==> src/rtl/router_pkg.sv <==
// rtl/router_pkg.sv - shared state encoding, widths and helpers for the router output-port arbiter
package router_pkg;

  localparam int ROUTER_DW = 8;

  typedef enum logic [1:0] {
    ARB_IDLE = 2'd0,
    ARB_XFER = 2'd1
  } arb_state_e;

  function automatic int clog2(input int n);
    int r;
    r = 0;
    for (int i = 0; i < 31; i++) begin
      if ((1 << i) < n) r = i + 1;
    end
    return r;
  endfunction

endpackage

==> src/rtl/rr_priority_picker.sv <==
// rtl/rr_priority_picker.sv - combinational round-robin picker
// Returns the first asserted request at or after ptr, wrapping past NPORTS-1.
module rr_priority_picker #(
  parameter int NPORTS = 4,
  parameter int IDX_W  = 2
) (
  input  logic [NPORTS-1:0] req,
  input  logic [IDX_W-1:0]  ptr,
  output logic              found,
  output logic [IDX_W-1:0]  idx
);

  int               pos;
  logic [IDX_W-1:0] cand;

  // Walk from the farthest candidate back to ptr so the nearest request wins.
  always_comb begin
    found = 1'b0;
    idx   = '0;
    pos   = 0;
    cand  = '0;
    for (int k = NPORTS - 1; k >= 0; k--) begin
      pos  = (int'(ptr) + k) % NPORTS;
      cand = IDX_W'(pos);
      if (req[cand]) begin
        found = 1'b1;
        idx   = cand;
      end
    end
  end

endmodule

==> src/rtl/router_out_port_arbiter.sv <==
// rtl/router_out_port_arbiter.sv - packet-granular round-robin arbiter for one router output port
// Holds a grant from first word to eop; a mid-packet watchdog releases a stalled grant.
module router_out_port_arbiter
  import router_pkg::*;
#(
  parameter int NPORTS = 4,
  parameter int DW     = ROUTER_DW,
  parameter int IDX_W  = clog2(NPORTS),
  parameter int TMO    = 15
) (
  input  logic                 clk,
  input  logic                 rst,
  input  logic [NPORTS-1:0]    fifo_empty,
  input  logic [NPORTS*DW-1:0] fifo_rdata,
  input  logic [NPORTS-1:0]    fifo_eop,
  output logic [NPORTS-1:0]    fifo_rinc,
  output logic [DW-1:0]        out_data,
  output logic                 out_valid,
  output logic                 out_eop,
  input  logic                 out_ready,
  output logic [IDX_W-1:0]     grant_idx,
  output logic                 busy,
  output logic                 err_tmo
);

  arb_state_e       state_q, state_d;
  logic [IDX_W-1:0] rr_ptr_q, rr_ptr_d;
  logic [IDX_W-1:0] grant_q, grant_d;
  logic [7:0]       tmo_cnt_q, tmo_cnt_d;
  logic [DW-1:0]    out_data_q, out_data_d;
  logic             out_valid_q, out_valid_d;
  logic             out_eop_q, out_eop_d;

  logic [NPORTS-1:0] fifo_req;
  logic              pick_found;
  logic [IDX_W-1:0]  pick_idx;
  logic              head_empty;
  logic              head_eop;
  logic [DW-1:0]     head_data;
  logic [IDX_W-1:0]  after_grant;
  logic              pop;
  logic              tmo_hit;

  assign fifo_req = ~fifo_empty;

  rr_priority_picker #(
    .NPORTS(NPORTS),
    .IDX_W (IDX_W)
  ) u_picker (
    .req  (fifo_req),
    .ptr  (rr_ptr_q),
    .found(pick_found),
    .idx  (pick_idx)
  );

  assign head_empty  = fifo_empty[grant_q];
  assign head_eop    = fifo_eop[grant_q];
  assign head_data   = fifo_rdata[grant_q*DW +: DW];
  assign after_grant = (grant_q == IDX_W'(NPORTS - 1)) ? '0 : grant_q + 1'b1;

  always_comb begin
    state_d     = state_q;
    rr_ptr_d    = rr_ptr_q;
    grant_d     = grant_q;
    tmo_cnt_d   = tmo_cnt_q;
    out_data_d  = out_data_q;
    out_eop_d   = out_eop_q;
    out_valid_d = out_valid_q;
    tmo_hit     = 1'b0;
    pop         = 1'b0;

    case (state_q)
      ARB_IDLE: begin
        if (pick_found) begin
          grant_d   = pick_idx;
          tmo_cnt_d = '0;
          state_d   = ARB_XFER;
        end
      end
      ARB_XFER: begin
        // The watchdog wins over a late-arriving word: the packet is already truncated.
        tmo_hit = (tmo_cnt_q == 8'(TMO));
        pop     = !tmo_hit && !head_empty && (!out_valid_q || out_ready);
        if (tmo_hit) begin
          state_d  = ARB_IDLE;
          rr_ptr_d = after_grant;
        end else if (pop) begin
          tmo_cnt_d = '0;
          if (head_eop) begin
            state_d  = ARB_IDLE;
            rr_ptr_d = after_grant;
          end
        end else if (head_empty) begin
          tmo_cnt_d = tmo_cnt_q + 8'd1;
        end
      end
      default: state_d = ARB_IDLE;
    endcase

    if (pop) begin
      out_data_d  = head_data;
      out_eop_d   = head_eop;
      out_valid_d = 1'b1;
    end else if (out_ready) begin
      out_valid_d = 1'b0;
    end

    fifo_rinc = pop ? (NPORTS'(1) << grant_q) : '0;
  end

  always_ff @(posedge clk or negedge rst) begin
    if (!rst) begin
      state_q     <= ARB_IDLE;
      rr_ptr_q    <= '0;
      grant_q     <= '0;
      tmo_cnt_q   <= '0;
      out_data_q  <= '0;
      out_valid_q <= 1'b0;
      out_eop_q   <= 1'b0;
    end else begin
      state_q     <= state_d;
      rr_ptr_q    <= rr_ptr_d;
      grant_q     <= grant_d;
      tmo_cnt_q   <= tmo_cnt_d;
      out_data_q  <= out_data_d;
      out_valid_q <= out_valid_d;
      out_eop_q   <= out_eop_d;
    end
  end

  assign out_data  = out_data_q;
  assign out_valid = out_valid_q;
  assign out_eop   = out_eop_q;
  assign grant_idx = grant_q;
  assign busy      = (state_q == ARB_XFER);
  assign err_tmo   = tmo_hit;

endmodule

==> config.mk <==
export PLATFORM = sky130hd
export DESIGN_NAME = router_out_port_arbiter
export DESIGN_NICKNAME = d
export VERILOG_FILES = /design/src/rtl/router_pkg.sv /design/src/rtl/rr_priority_picker.sv /design/src/rtl/router_out_port_arbiter.sv
export SDC_FILE = /design/constraint.sdc
export NUM_CORES = 1
export LEC_CHECK = 0
export CORE_MARGIN = 2
export CORE_UTILIZATION = 30
export DETAILED_ROUTE_END_ITERATION = 10
export GPL_ROUTABILITY_DRIVEN = 0
export GPL_TIMING_DRIVEN = 0
export SETUP_SLACK_MARGIN = 0.1
export SYNTH_ARGS = -nofsm -noshare
export SYNTH_HDL_FRONTEND = slang
export SYNTH_HIERARCHICAL = 1
export SYNTH_SLANG_ARGS = --single-unit
==> constraint.sdc <==
create_clock -name clk -period 2.3 [get_ports clk]
set_clock_uncertainty 0.05 [all_clocks]
set_input_delay 0.345 -clock clk [delete_from_list [all_inputs] [get_ports clk]]
set_output_delay 0.345 -clock clk [all_outputs]
set_load 0.02 [all_outputs]
==> impl_metrics.csv, run 1 <==
group,metric,value,unit
timing,finalHoldViolations,0,
power_and_ir_drop,pwr-share-clk,0.107,
final_layout,fillerInstances,445,
die,ios,61,
final_layout,final_common_cell,"clkdlybuf4s50_1",
critical_path,critPathMaxFanout,5,
logic_synthesis,ys_warn_count,6,
final_layout,layout_common_cells,"clkdlybuf4s50_1, dfrtp_1, inv_1",
power_and_ir_drop,ir_drop,471,uV
critical_path,cp-end-kind,"output port",
worst_hold_path,hold_path_class,"reg -> reg",
power_and_ir_drop,p_leak,0.907,nW
grt,grt.busiest_layer,"met2",
timing,final-setup-viol-count,0,
timing,fin_crit_sh,0.996,
timing,fin_tns_setup,0,ns
grt,met2_usage,0.283,
clock_tree,cts-root-buf,"clkbuf_8",
grt,grt_pass1_wl,6170,um
final_layout,area_growth,55.1,%
final_layout,layout-drive-gt1-share,0.238,
logic_synthesis,synth_cells,132,
job,cap_viol_max_count,0,
logic_synthesis,ys_types,33,
clock_tree,cts-buffers-inserted,3,
critical_path,critPathBufInv,2,
timing,rsz0062_at_grt,"true",
route,firstDrtPassIters,4,
grt,antenna_found_initial,0,
power_and_ir_drop,total_power,2.47,mW
die,dieArea,0.00549,mm2
route,post_drt_wl_per_cell,14.6,um
timing,drv_slew,0,
die,core_area,0.00472,mm2
power_and_ir_drop,seqPwrFrac,0.288,
clock_tree,h-tree-depth,1,
clock_tree,cts_tree,"yes",
critical_path,critical_path_class,"reg -> out",
die,rows,25,
critical_path,critPathTopFamily,"simple AND/OR/NAND/NOR gates",
logic_synthesis,synth_seq_cells,23,
power_and_ir_drop,power.density,1080,mW/mm2
logic_synthesis,synth_area,0.00147,mm2
die,die_x,74.1,um
placed_design,io_buffers,60,
logic_synthesis,async_flop_share,1.00,
die,die_h,74.1,um
route,ant_nets,0,
grt,grt.met3_usage,0.0312,
logic_synthesis,synth_edf_count,0,
route,viasPerCell,4.82,
route,drt_iter0_drc,86,
clock_tree,cts_num_sinks,23,
timing,fin_crit,2.29,ns
grt,grt_use_total,0.146,
die,start_util,0.312,
critical_path,cp_slowest_cell,"or4_4",
grt,grt_max_degree,24,
route,drc,0,
critical_path,crit_top_cell,"buf_6",
power_and_ir_drop,sw_frac_of_total,0.395,
grt,overflow,0,
clock_tree,cts_hold_buf,0,
final_layout,final_nets,251,
clock_tree,clk_pin_slew,0.09,ns
timing,worst_pin_slew,1.03,ns
power_and_ir_drop,pwr-share-comb,0.605,
grt,gr-usage-met1,0.165,
timing,slew-limit-headroom,0.312,
outcome,status,"complete, no violations",
placed_design,hpwlAfterDp,3070,um
clock_tree,cts_buffer_depth,2,
logic_synthesis,synthesis.nets,180,
critical_path,start_kind,"flop",
logic_synthesis,ys.flop_type,"dfrtp_1",
power_and_ir_drop,intPower,1.50,mW
route,wl,3920,um
critical_path,cp.arrival,1.89,ns
grt,grt_pass1_vias,1325,
critical_path,slowest_delay,0.58,ns
final_layout,diodes,0,
timing,fmax,437,MHz
clock_tree,clock_latency,0.27,ns
final_layout,fin_util,0.484,
power_and_ir_drop,p_switching,975,uW
route,vias,1296,
critical_path,worstPathCellList,"or4_4 > nor2_4 > nor4_4 > buf_6 > and2_4 > buf_6",
critical_path,cp_data_required_time,1.90,ns
logic_synthesis,ys_seq_area_frac,0.391,
logic_synthesis,syn_area_per_cell,11.2,um2
==> state kept, by name, indices dropped and copies added, names as in the netlist <==
register   flops
grant_idx      2
out_data       8
out_eop        1
out_valid      1
rr_ptr_q       2
state_q        1
tmo_cnt_q      8
==> layout make-up <==
| type | instances | area (um2) | share of cell area |
|---|---|---|---|
| inverter | 15 | 56.3 | 0.0246 |
| buffer | 5 | 30.0 | 0.0131 |
| timing repair buffer | 66 | 647 | 0.283 |
| tap | 67 | 83.8 | 0.0367 |
| multi-input combinational | 89 | 842 | 0.369 |
| clock buffer | 3 | 41.3 | 0.0181 |
| sequential | 23 | 577 | 0.252 |
| clock inverter | 1 | 7.51 | 0.00329 |
==> worst paths after layout <==
check / start / to / slack, ns / depth (start not counted)
setup / recovery: tmo_cnt_q[5]$_DFFE_PN0P_ / fifo_rinc[1] / 0.01 / 6
max in group asynchronous: rst / grant_idx[0]$_DFFE_PN0P_ / 0.93 / 1
hold / removal: out_data[5]$_DFFE_PN0P_ / out_data[5]$_DFFE_PN0P_ / 0.45 / 1
hold reg to reg: out_data[5]$_DFFE_PN0P_ / out_data[5]$_DFFE_PN0P_ / 0.45 / 1
setup reg to reg: grant_idx[1]$_DFFE_PN0P_ / rr_ptr_q[1]$_DFFE_PN0P_ / 0.26 / 5
min in group asynchronous: rst / tmo_cnt_q[6]$_DFFE_PN0P_ / 0.58 / 1
==> timing repair <==
| action | CTS | global route |
|---|---|---|
| setup endpoints to repair | 9 | 7 |
| pin swaps | 5 | 1 |
| setup buffers | 4 | 2 |
| resized for setup | 37 | 5 |
==> synth_stat cells, drive strengths merged, types with 3 or more instances <==
master / n / share of area
a211oi: 3 / 0.019
buf: 4 / 0.017
nand2: 9 / 0.023
mux4: 10 / 0.15
nor2: 8 / 0.022
nand2b: 4 / 0.017
o21ai: 4 / 0.014
mux2: 11 / 0.084
inv: 15 / 0.038
dfrtp: 23 / 0.39
ha: 5 / 0.042
or3: 6 / 0.025
nor2b: 3 / 0.013
o221ai: 5 / 0.030
and2: 4 / 0.017
==> power groups by stage <==
stage / registers, mW / clock network [mW] / logic, mW
after CTS: 0.708 / 0.268 / 1.49
after global placement: 0.716 / 0 / 1.34
after detailed placement: 0.726 / 0 / 1.38
after global routing: 0.738 / 0.287 / 1.63
final: 0.712 / 0.263 / 1.49
after floorplan: 0.832 / 0 / 0.731
==> through the flow <==
step / hold WS [ns] / setup slack [ns] / std cells / cell area [um2]
2_1_floorplan: -0.000591 / 0.133 / 132 / 1470
5_1_grt: 0.472 / -0.0541 / 269 / 2280
6_report: 0.448 / 0.0103 / 269 / 2280
3_3_place_gp: 0.418 / -0.773 / 259 / 2160
3_5_place_dp: 0.432 / -0.805 / 259 / 2160
4_1_cts: 0.458 / -0.0552 / 267 / 2250
==> per-layer routing <==
metal	vias up	part of all wire
li1	615	-
met1	636	0.40
met2	40	0.54
met3	5	0.054
met4	0	0.0054
met5	-	0
==> kinds of logic after synthesis <==
group,count (synthesis),synth area share
compound gates,17,0.0841
xor+xnor,1,0.00595
simple gates,43,0.168
buf+inv,20,0.0578
flops,23,0.391
mux,23,0.251
fa+ha+maj,5,0.0425
No activity file was read; power rests on OpenSTA's default activity.
==> inputs of run 2 (changes only) <==
--- a/config.mk
+++ b/config.mk
@@ -10,6 +10,7 @@
 export DETAILED_ROUTE_END_ITERATION = 10
 export GPL_ROUTABILITY_DRIVEN = 0
 export GPL_TIMING_DRIVEN = 0
+export PLACE_DENSITY_LB_ADDON = 0.15
 export SETUP_SLACK_MARGIN = 0.1
 export SYNTH_ARGS = -nofsm -noshare
 export SYNTH_HDL_FRONTEND = slang
==> run 2 against run 1 <==
Compared with the run above: via count rose by 2.4%; utilization increased by 1.2 points; critical path depth stayed put; cell area up 2.4%; flip-flop and latch count stayed put; highest routed layer unchanged; critical path type unchanged; largest cell class unchanged; worst setup slack better by 0.050 ns; register-to-register slack got worse by 0.07 ns.
==> impl_metrics.csv, run 2 (same netlist as run 1, synthesis figures left out) <==
group,metric,value,unit
final_layout,finalNonFillerCells,277,
timing,fin_ws,0.0607,ns
die,rows,25,
final_layout,fillerInstances,448,
die,ios,61,
critical_path,cp-end-kind,"output port",
worst_hold_path,hold_path_class,"reg -> reg",
final_layout,fin_util,0.495,
final_layout,final_nets,259,
clock_tree,h-tree-depth,1,
die,die_x,74.1,um
timing,drv_slew,0,
power_and_ir_drop,ir_drop,560,uV
critical_path,cp_slowest_cell,"or4_4",
final_layout,layout-drive-gt1-share,0.267,
die,core_area,0.00472,mm2
route,wl,3820,um
clock_tree,cts-root-buf,"clkbuf_8",
timing,worst_pin_slew,1.03,ns
route,vias,1327,
placed_design,dp_slack,-0.803,ns
clock_tree,cts_hold_buf,0,
route,firstDrtPassIters,4,
route,viasPerCell,4.79,
critical_path,start_kind,"flop",
critical_path,crit_top_cell,"buf_6",
clock_tree,cts_num_sinks,23,
die,dieArea,0.00549,mm2
final_layout,area_growth,58.9,%
critical_path,cp.arrival,1.84,ns
critical_path,worstPathCellList,"or4_4 > nor2_4 > nor4_4 > buf_6 > and2_4 > buf_6",
power_and_ir_drop,p_leak,0.950,nW
job,cap_viol_max_count,0,
route,drt_iter0_drc,25,
grt,grt_pass1_wl,6330,um
critical_path,slowest_delay,0.57,ns
critical_path,critical_path_class,"reg -> out",
timing,fin_crit_sh,0.974,
final_layout,layout_common_cells,"clkdlybuf4s50_1, dfrtp_1, inv_1",
final_layout,diodes,0,
die,die_h,74.1,um
grt,antenna_found_initial,0,
clock_tree,cts_buffer_depth,2,
clock_tree,clk_pin_slew,0.08,ns
timing,fmax,447,MHz
critical_path,critPathTopFamily,"simple AND/OR/NAND/NOR gates",
clock_tree,cts_tree,"yes",
placed_design,hpwlAfterDp,2880,um
critical_path,cp_data_required_time,1.90,ns
final_layout,final_common_cell,"clkdlybuf4s50_1",
grt,grt_max_degree,24,
route,ant_nets,0,
timing,rsz0062_at_grt,"true",
critical_path,critPathBufInv,2,
timing,finalHoldViolations,0,
timing,hold_ws,0.445,ns
timing,fin_crit,2.24,ns
timing,slew-limit-headroom,0.309,
timing,fin_tns_setup,0,ns
die,start_util,0.312,
route,post_drt_wl_per_cell,13.8,um
placed_design,place_inst,259,
outcome,status,"complete, no violations",
grt,grt_use_total,0.149,
grt,grt_pass1_vias,1414,
clock_tree,cts-buffers-inserted,3,
placed_design,io_buffers,60,
grt,overflow,0,
route,drc,0,
power_and_ir_drop,power.density,1070,mW/mm2
critical_path,r2r_slack,0.19,ns
critical_path,critPathMaxFanout,7,
clock_tree,clock_latency,0.26,ns
timing,final-setup-viol-count,0,
run 2: cell count changes in the layout (fill, tap and decap cells not counted):
cell,delta
buf_4,+8
clkbuf_1,+1
clkbuf_2,+1
clkdlybuf4s15_2,-1
clkinvlp_4,-1
nor3_1,-1
nor3_2,+1
run 2: per-layer routing:
layer	wire length, um	global-route usage
met5	0	0
met2	2020	0.268
met1	1560	0.185
met3	233	0.0339
met4	8	0.0242
run 2: where the power goes:
| part | switching (mW) | internal, mW |
|---|---|---|
| Clock | 0.124 | 0.123 |
| Sequential | 0.138 | 0.568 |
| Combinational | 0.704 | 0.845 |
run 2: final cells by class:
| class | count | area, um2 | area share |
|---|---|---|---|
| buffer | 5 | 30.0 | 0.0128 |
| multi-input combinational | 89 | 847 | 0.362 |
| clock buffer | 4 | 45.0 | 0.0193 |
| sequential | 23 | 577 | 0.247 |
| inverter | 15 | 56.3 | 0.0241 |
| timing repair buffer | 74 | 701 | 0.299 |
| tap | 67 | 83.8 | 0.0358 |
run 2: worst paths after layout:
check / startpoint / endpoint / depth (start not counted)
worst max register to register: grant_idx[0]$_DFFE_PN0P_ / rr_ptr_q[1]$_DFFE_PN0P_ / 6
worst min-delay path: out_data[5]$_DFFE_PN0P_ / out_data[5]$_DFFE_PN0P_ / 1
min in group asynchronous: rst / tmo_cnt_q[6]$_DFFE_PN0P_ / 1
worst min register to register: out_data[5]$_DFFE_PN0P_ / out_data[5]$_DFFE_PN0P_ / 1
max in group asynchronous: rst / grant_idx[0]$_DFFE_PN0P_ / 1
worst max-delay path: tmo_cnt_q[5]$_DFFE_PN0P_ / fifo_rinc[3] / 6
run 2: worst register-to-register path: stages, from the launching register on:
cell and delay (ns):
dfrtp_2 0.42, buf_4 0.15, buf_4 0.13, mux4_2 0.46, nor3b_1 0.17, o21ai_1 0.24, mux2_2 0.37
run 2: through the flow:
step / area [um2] / power, mW
2_1_floorplan: 1470 / 1.56
3_3_place_gp: 2160 / 2.07
3_5_place_dp: 2160 / 2.10
4_1_cts: 2280 / 2.50
5_1_grt: 2340 / 2.70
6_report: 2340 / 2.50
run 2: timing repair:
item,CTS,global route
gates resized for setup,38,4
buffers inserted,7,7
pin swaps,5,1
endpoints found under the setup margin,5,5
endpoints found under the hold margin,0,0
gates cloned,0,0
